File: config.mk
export PLATFORM = sky130hd
export DESIGN_NAME = serial_paralelo
export DESIGN_NICKNAME = d
export VERILOG_FILES = /design/src/rtl/serial_paralelo.sv
export SDC_FILE = /design/constraint.sdc
export NUM_CORES = 1
export LEC_CHECK = 0
export CORE_MARGIN = 10
export CORE_UTILIZATION = 50
export DETAILED_ROUTE_END_ITERATION = 16
export GPL_ROUTABILITY_DRIVEN = 0
export PLACE_DENSITY = 0.72
export SLEW_MARGIN = 10
export SYNTH_ARGS = -nofsm -noshare
export SYNTH_HDL_FRONTEND = slang
export SYNTH_SLANG_ARGS = --single-unit
File: constraint.sdc
create_clock -name clk_32f -period 4.3 [get_ports clk_32f]
set_input_delay 0.645 -clock clk_32f [delete_from_list [all_inputs] [get_ports clk_32f]]
set_output_delay 0.645 -clock clk_32f [all_outputs]
set_load 0.03 [all_outputs]
File: src/rtl/serial_paralelo.sv
// Receive-side deserializer: aligns an MSB-first bit stream to byte boundaries
// using a comma symbol, then emits one byte with a valid flag every 8 clocks once locked.
module serial_paralelo #(
   parameter logic [7:0] COMMA   = 8'hBC,
   parameter int         N_COMMA = 4
) (
   input  logic       clk_32f,
   input  logic       reset_L,
   input  logic       data_in,
   output logic [7:0] data_out,
   output logic       valid_out,
   output logic       active,
   output logic       byte_strobe
);

   typedef enum logic [1:0] {SEARCH, ALIGN, LOCKED} state_t;

   localparam logic [3:0] N_COMMA_L = 4'(N_COMMA);

   state_t     state_reg;
   logic [6:0] sr_reg;
   logic [2:0] bit_cnt_reg;
   logic [3:0] comma_cnt_reg;
   logic [7:0] data_out_reg;
   logic       valid_out_reg;
   logic       active_reg;
   logic       byte_strobe_reg;

   // Candidate byte includes the bit arriving on this edge, so a byte is usable
   // on the same edge its LSB is sampled.
   logic [7:0] nb;
   logic       is_comma;
   logic       at_boundary;
   logic [3:0] comma_inc;

   assign nb          = {sr_reg, data_in};
   assign is_comma    = (nb == COMMA);
   assign at_boundary = (bit_cnt_reg == 3'd7);
   assign comma_inc   = comma_cnt_reg + 4'd1;

   always_ff @(posedge clk_32f or negedge reset_L) begin
      if (!reset_L) begin
         state_reg       <= SEARCH;
         sr_reg          <= '0;
         bit_cnt_reg     <= '0;
         comma_cnt_reg   <= '0;
         data_out_reg    <= '0;
         valid_out_reg   <= 1'b0;
         active_reg      <= 1'b0;
         byte_strobe_reg <= 1'b0;
      end else begin
         sr_reg          <= nb[6:0];
         byte_strobe_reg <= 1'b0;
         case (state_reg)
            SEARCH: begin
               if (is_comma) begin
                  bit_cnt_reg   <= '0;
                  comma_cnt_reg <= 4'd1;
                  if (N_COMMA_L == 4'd1) begin
                     state_reg  <= LOCKED;
                     active_reg <= 1'b1;
                  end else begin
                     state_reg <= ALIGN;
                  end
               end
            end
            ALIGN: begin
               bit_cnt_reg <= bit_cnt_reg + 3'd1;
               // A miss sends us back to bit-by-bit hunting from the next edge.
               if (at_boundary) begin
                  if (is_comma) begin
                     comma_cnt_reg <= comma_inc;
                     if (comma_inc == N_COMMA_L) begin
                        state_reg  <= LOCKED;
                        active_reg <= 1'b1;
                     end
                  end else begin
                     comma_cnt_reg <= '0;
                     state_reg     <= SEARCH;
                  end
               end
            end
            LOCKED: begin
               bit_cnt_reg <= bit_cnt_reg + 3'd1;
               if (at_boundary) begin
                  data_out_reg    <= nb;
                  valid_out_reg   <= !is_comma;
                  byte_strobe_reg <= 1'b1;
               end
            end
            default: state_reg <= SEARCH;
         endcase
      end
   end

   assign data_out    = data_out_reg;
   assign valid_out   = valid_out_reg;
   assign active      = active_reg;
   assign byte_strobe = byte_strobe_reg;

endmodule
After elaboration in Yosys (flattened, before gate mapping)
Cells that the tools add are included.
Widths: inputs -> output; s select.
- add/subtract/negate cells: 2
- equal/unequal tests: 8
- mux-type cells: 13
- bitwise logic cells: 1
- reduce and logical (&&, ||, !) cells: 10
- operators with widths (operator ; count):
    $mux 4 ; 3
    $eq 8x8->1 const B ; 1
    $mux 2 ; 4
    $pmux 4 s2 ; 1
    $reduce_and 4->1 ; 2
    $pmux 2 s3 ; 1
    $pmux 3 s2 ; 1
    $add 4x1->4 const B ; 1
    $eq 4x3->1 const B ; 1
    $ne 2x2->1 const B ; 2
    $reduce_and 2->1 ; 2
    $reduce_bool 2->1 ; 2
    $add 3x1->3 const B ; 1
    $eq 3x3->1 const B ; 1
    $mux 3 ; 1
    $ne 3x3->1 const B ; 1
    $reduce_and 3->1 ; 1
    $eq 2x1->1 const B ; 1
    $eq 2x2->1 const B ; 1
    $logic_not 2->1 ; 1
    $mux 1 ; 2
    $reduce_or 2->1 ; 1
    $logic_not 1->1 ; 1
    $not 1->1 ; 1
- register bits: 27
- bits of input ports: 3
- output and inout bits: 11
- word-level logic and storage cells: 42

Logic depth before layout (Yosys ltp)
Gate-level depths: netlist of the first run.
- word-level depth: 6
- depth in mapped cells: 6
- mapped depth without buffers: 6

Worst setup path before layout of the first run
OpenSTA, ideal clock, no wires.
- path kind: input port to flip-flop
- start point: input port data_in
- end point: register bit_cnt_reg[0]
- library setup time: 125 ps
- arrival: 1726 ps
- data required time: 4175 ps
- slack: 2449 ps
- stages: 4
- buffers on the path: 0
- path through: or4b_4 > o21ai_4 > o21ai_2 > mux2_4
- word-level cells in the longest chain between the ends: 3
- ends and longest elaborated chain (item ; line ; source):
    from (decl) ; 9 ; input logic data_in,
    $eq 8x8->1 ; 37 ; assign is_comma = (nb == COMMA);
    $ne 2x2->1 (no source line) ; n/a ;
    $reduce_and 2->1 (no source line) ; n/a ;
    to (signal assigned) ; 68 ; bit_cnt_reg <= bit_cnt_reg + 3'd1;
    to (signal assigned) ; 84 ; bit_cnt_reg <= bit_cnt_reg + 3'd1;
    to (decl) ; 22 ; logic [2:0] bit_cnt_reg;
No other way between the ends.
A chain may end at the register's enable or synchronous reset.

Worst setup path in the final report of the first run
- start point: input port data_in
- end point: register state_reg[0]
- word-level cells in the longest chain between the ends: 4
- elaborated cells on any way between the ends: 7
- those cells by class: 3 x eq/ne; 3 x mux; 1 x reduce/logical
- ends and longest elaborated chain (item ; line ; source):
    $eq 8x8->1 * ; 37 ;
    $mux 2 ; 71 ; if (is_comma) begin
    $mux 2 ; 70 ; if (at_boundary) begin
    $pmux 2 s3 ; 54 ; case (state_reg)
    to (signal assigned) ; 43 ; state_reg <= SEARCH;
    to (signal assigned) ; 60 ; state_reg <= LOCKED;
    to (signal assigned) ; 74 ; state_reg <= LOCKED;
    to (decl) ; 20 ; state_t state_reg;
Every way passes the cells marked *; elsewhere a longest branch is shown, timed or not. The select of a mux whose other input is x is not followed.

==> flow_summary.toml, run 1 <==
[power]
power_uw = 427
leakagePower_uw = 0.000664
ir_drop_v = 0.000172
pwr_density_cell_nw_per_um2 = 299

[timing]
relSlewSlack_pct = 57.1
timing.fmax_mhz = 490
rsz0062_at_grt = "false"
fin_tns_setup_ns = 0
min_period_over_period_pct = 47.5
fin_skew_ns = 0.00759
fin_crit_ns = 2.04
timing.final.hold_violations = 0
worst_slew_pin_slew_ns = 0.638
setup_viol = 0
drv_slew = 0
whs_ns = 0.423

[die]
start_util_pct = 54.2
io_pins = 14
dieArea_sq_um = 4850
dieWidth_um = 69.6
coreArea_sq_um = 2280
die_h_um = 69.6
core.rowCount = 17

[route]
vias = 783
drtIter0Drc = 25
ant_nets = 0
wl_per_cell_um = 16.3
firstDrtPassIters = 4
vias_per_cell = 5.72
wl_um = 2240
drcViolationCount = 0

[place]
hpwl_um = 1620
placed_area_sq_um = 1400
port_buffers = 13

[final_layout]
fin_area_sq_um = 1430
areaGrowthSynthToFinish_pct = 15.8
fillers = 179
drive_gt1_share_pct = 20.2
post-route-util_pct = 62.7
nets = 120
diodes = 0
largest_register_ffs = 8

[logic_synthesis]
ys_seq_elements = 27
seq_area_frac_synth_pct = 54.8
synth_cell_type_count = 33
synth_area_sq_um = 1230
ys.warnings.count = 0
syn_nets = 103
netlist_instances = 93
synth.avg_cell_area_sq_um = 13.3

[worst_setup_path]
cp-start-kind = "primary input"
criticalPathCategory = "primary input to flip-flop"
slowest_delay_ns = 0.56
regToRegEndpoint = "state_reg[0]"
cp-end-kind = "flip-flop"
worst_r2r_path_depth = 5
cpLargestDelayFamily = "simple AND/OR/NAND/NOR gates"
cp.arrival_ns = 2.29
r2r-start = "comma_cnt_reg[0]"
critical_path_peak_fanout = 5
critical_path_buf_inv_count = 1
crit_slowest_cell = "or4b_4"
crit_chain = "clkdlybuf4s50_1 -> or4b_4 -> nor2_1 -> nand2_1 -> o311ai_2"
ff2ff_setup_slack_ns = 2.43
worstPathRequired_ns = 4.54

[grt]
grt_max_degree = 28
grt_pass1_wl_um = 3910
grt_pass1_vias = 826
antenna_found_initial = 0
grt_usage_pct = 9.57
grt_remaining_overflow = 0

[cts]
clk_pin_slew_ns = 0.16
htreeDepth = 1
cts_hold_buf = 0
clk_latency_ns = 0.33
cts-buffers-inserted = 3
cts_sinks = 27
root_buffer = "clkbuf_4"
cts-resized-gates = 0
post_cts_buffers = 0
clockBufferDepth = 2
cts_tree = "built"

[flow_run]
max_cap_violations = 0

[worst_hold_path]
hold_depth = 0
worstHoldPathType = "flip-flop to flip-flop"
hold_end = "sr_reg[2]"
min_from = "sr_reg[1]"

[outcome]
outcome = "complete, no violations"
cell families after synthesis:
kind of cell	Yosys count	share of synthesized area (%)
fa+ha+maj	7	7.11
mux	9	8.53
simple gates	15	8.93
buf+inv	8	2.54
compound gates	27	18.1
flops	27	54.8
cell usage after synthesis:
| cell type | instances | area, sq um |
|---|---|---|
| dfrtp_1 | 27 | 676 |
| mux2_2 | 8 | 90.1 |
| ha_1 | 7 | 87.6 |
| a22o_1 | 6 | 52.6 |
| inv_1 | 6 | 22.5 |
| a21oi_1 | 4 | 20.0 |
| nand2_1 | 3 | 11.3 |
| o31ai_1 | 3 | 22.5 |
| a21o_1 | 2 | 15.0 |
| nor2b_1 | 2 | 12.5 |
| o21ai_2 | 2 | 17.5 |
| o2bb2ai_1 | 2 | 17.5 |
| a21boi_0 | 1 | 7.51 |
| a22oi_1 | 1 | 7.51 |
| a31o_2 | 1 | 8.76 |
| and2_2 | 1 | 7.51 |
| and3_1 | 1 | 6.26 |
| and3b_1 | 1 | 8.76 |
| clkbuf_1 | 1 | 3.75 |
| clkbuf_2 | 1 | 5.00 |
| mux2_4 | 1 | 15.0 |
| nand3_1 | 1 | 5.00 |
| nand3b_1 | 1 | 7.51 |
| nand4_1 | 1 | 6.26 |
| nor2_1 | 1 | 3.75 |
| nor3_4 | 1 | 16.3 |
| o2111ai_1 | 1 | 8.76 |
| o21ai_0 | 1 | 5.00 |
| o21ai_4 | 1 | 16.3 |
| o21bai_1 | 1 | 7.51 |
| o311ai_2 | 1 | 16.3 |
| or4b_4 | 1 | 13.8 |
| or4bb_1 | 1 | 11.3 |
layout by cell type, fill, tap and decap left out, types with 2 or more instances in the layout:
cell and n:
nor2b_1 2, a21oi_1 4, dfrtp_1 27, o31ai_1 3, a21o_1 2, o2bb2ai_1 2, nand2_1 3, ha_1 7
inv_1 6, clkdlybuf4s50_1 13, mux2_2 8, clkbuf_4 3, o21ai_2 2, a22o_1 6
through the flow:
stage | std cells | worst slack [ns]
final | 137 | 2.26
after global placement | 133 | 1.95
after CTS | 137 | 2.24
after floorplan | 93 | 2.45
after global routing | 137 | 2.16
after detailed placement | 133 | 1.91
how the worst max path moves through the flow:
stage	start	to	slack [ns]	depth (start not counted)
floorplan	data_in	bit_cnt_reg[0]	2.45	4
global placement	data_in	bit_cnt_reg[0]	1.95	5
detailed placement	data_in	bit_cnt_reg[0]	1.91	5
CTS	data_out[3]	data_out[3]	2.24	1
global route	data_in	state_reg[0]	2.16	5
finish	data_in	state_reg[0]	2.26	5
report_power, final:
| group | total [uW] | leakage [uW] | internal (uW) | switching [uW] |
|---|---|---|---|---|
| registers | 266 | 0.000348 | 261 | 5.18 |
| clock network | 118 | 0.0000183 | 38.0 | 80.4 |
| logic | 42.0 | 0.000298 | 16.2 | 25.8 |
final cells by class:
type | count | area, sq um | share of cell area (%)
clock buffer | 3 | 22.5 | 1.58
clock inverter | 1 | 8.76 | 0.613
inverter | 6 | 22.5 | 1.58
multi-input combinational | 58 | 526 | 36.8
sequential | 27 | 676 | 47.3
tap | 28 | 35.0 | 2.45
timing repair buffer | 14 | 138 | 9.64
layer usage:
| metal | up-vias | routed length [um] | GRT usage, % |
|---|---|---|---|
| li1 | 375 | - | - |
| met4 | 0 | 37 | 4.78 |
| met5 | - | 0 | 0 |
| met3 | 4 | 99 | 2.85 |
| met1 | 392 | 1070 | 11.7 |
| met2 | 12 | 1040 | 14.8 |
Note: power is estimated with default switching activity, not from simulation.
==> run 2, diff against run 1 <==
Clock period 4.3 ns to 1.9 ns, I/O delays scaled along.
==> flow_summary.toml, run 2 (synthesis results as in run 1) <==
[outcome]
outcome = "complete, no violations"

[power]
leakagePower_uw = 0.000687
ir_drop_v = 0.000482
pwr_density_cell_nw_per_um2 = 660

[grt]
grt_remaining_overflow = 0
grt_pass1_vias = 897
antenna_found_initial = 0
grt_max_degree = 28
grt_pass1_wl_um = 4230
grt_usage_pct = 10.2

[timing]
relSlewSlack_pct = 75.9
fin_crit_ns = 1.75
worst_slew_pin_slew_ns = 0.361
fin_tns_setup_ns = 0
timing.fmax_mhz = 570
fin_skew_ns = 0.00142
timing.final.hold_violations = 0
rsz0062_at_grt = "false"
min_period_over_period_pct = 92.3
setup_viol = 0
drv_slew = 0

[route]
ant_nets = 0
vias = 800
met2_length_um = 1010
firstDrtPassIters = 4
drtIter0Drc = 43
wl_met1_um = 1140
drcViolationCount = 0
wl_per_cell_um = 16.0
wl_um = 2270
met3_length_um = 74
vias_per_cell = 5.63
top_layer_used = "met4"

[die]
dieArea_sq_um = 4850
core.rowCount = 17
io_pins = 14
start_util_pct = 54.2
die_h_um = 69.6
dieWidth_um = 69.6
coreArea_sq_um = 2280

[worst_setup_path]
critical_path_peak_fanout = 5
cp-end-kind = "flip-flop"
worstPathRequired_ns = 2.14
criticalPathCategory = "flip-flop to flip-flop"
ff2ff_setup_slack_ns = 0.15
regToRegEndpoint = "bit_cnt_reg[0]"
crit_start = "sr_reg[5]"
cp-start-kind = "flip-flop"
r2r-start = "sr_reg[5]"
cp.arrival_ns = 1.99
endpoint = "bit_cnt_reg[0]"
worst_r2r_path_depth = 4

[cts]
cts-resized-gates = 0
cts_hold_buf = 0
clk_latency_ns = 0.33
cts-buffers-inserted = 3
clk_pin_slew_ns = 0.15
cts_tree = "built"
clockBufferDepth = 2
cts_sinks = 27
root_buffer = "clkbuf_4"
post_cts_buffers = 0
htreeDepth = 1

[final_layout]
diodes = 0
layout_commonest_cell = "dfrtp_1"
largest_register_ffs = 8
fin_cells = 142
nets = 125
areaGrowthSynthToFinish_pct = 18.9
final_cell_mix = "27 x dfrtp_1, 13 x clkdlybuf4s50_1, 8 x mux2_2"
drive_gt1_share_pct = 23.7

[place]
placedCellCount = 138
hpwl_um = 1660
port_buffers = 13

[flow_run]
max_cap_violations = 0

[worst_hold_path]
worstHoldPathType = "primary input to async pin"
==> run 2: cell types whose count changed in the layout (fill, tap and decap cells not counted), sizes merged <==
cell,delta
buf,+5
==> run 2: worst min path at each step <==
| stage | from | end | slack (ns) | cells after the start |
|---|---|---|---|---|
| detailed placement | sr_reg[3] | sr_reg[4] | 0.38 | 0 |
| global placement | sr_reg[1] | sr_reg[2] | 0.39 | 0 |
| floorplan | reset_L | active | -0.01 | 0 |
| global route | reset_L | byte_strobe | 0.32 | 2 |
| CTS | reset_L | bit_cnt_reg[1] | 0.31 | 2 |
| finish | reset_L | byte_strobe | 0.30 | 2 |
==> run 2: layout make-up <==
type / instances / area (sq um)
flip-flops and latches: 27 / 676
multi-input cells: 58 / 526
clock inverters: 1 / 8.76
repair buffers: 19 / 175
well taps: 28 / 35.0
clock buffers: 3 / 22.5
fillers: 171 / 811
inverters: 6 / 22.5
==> run 2: where the power goes <==
| part | switching [uW] | internal, uW |
|---|---|---|
| Combinational | 59.2 | 39.6 |
| Sequential | 12.5 | 591 |
| Clock | 178 | 86.0 |
==> run 2: layer usage <==
| layer | global-route usage (%) | vias to the layer above |
|---|---|---|
| li1 | - | 385 |
| met1 | 14.0 | 395 |
| met2 | 14.8 | 15 |
| met3 | 2.00 | 5 |
| met4 | 4.78 | 0 |
| met5 | 0 | - |
==> run 2: stage by stage <==
stage	instance area [sq um]	utilization (%)	worst slack (ns)	power, uW	hold WS [ns]
after global routing	1470	64.4	0.0772	1020	0.316
after floorplan	1230	-	0.237	675	-0.0106
after detailed placement	1430	63.0	-0.126	713	0.384
after global placement	1430	63.0	-0.0836	710	0.388
final	1470	64.4	0.146	967	0.304
after CTS	1470	64.4	0.154	982	0.306
==> run 2: worst max-delay path, cell delays in order (launching register included) <==
cell and delay (ns):
dfrtp_1 0.43, or4b_4 0.61, o21ai_4 0.24, o21ai_2 0.11, mux2_4 0.27
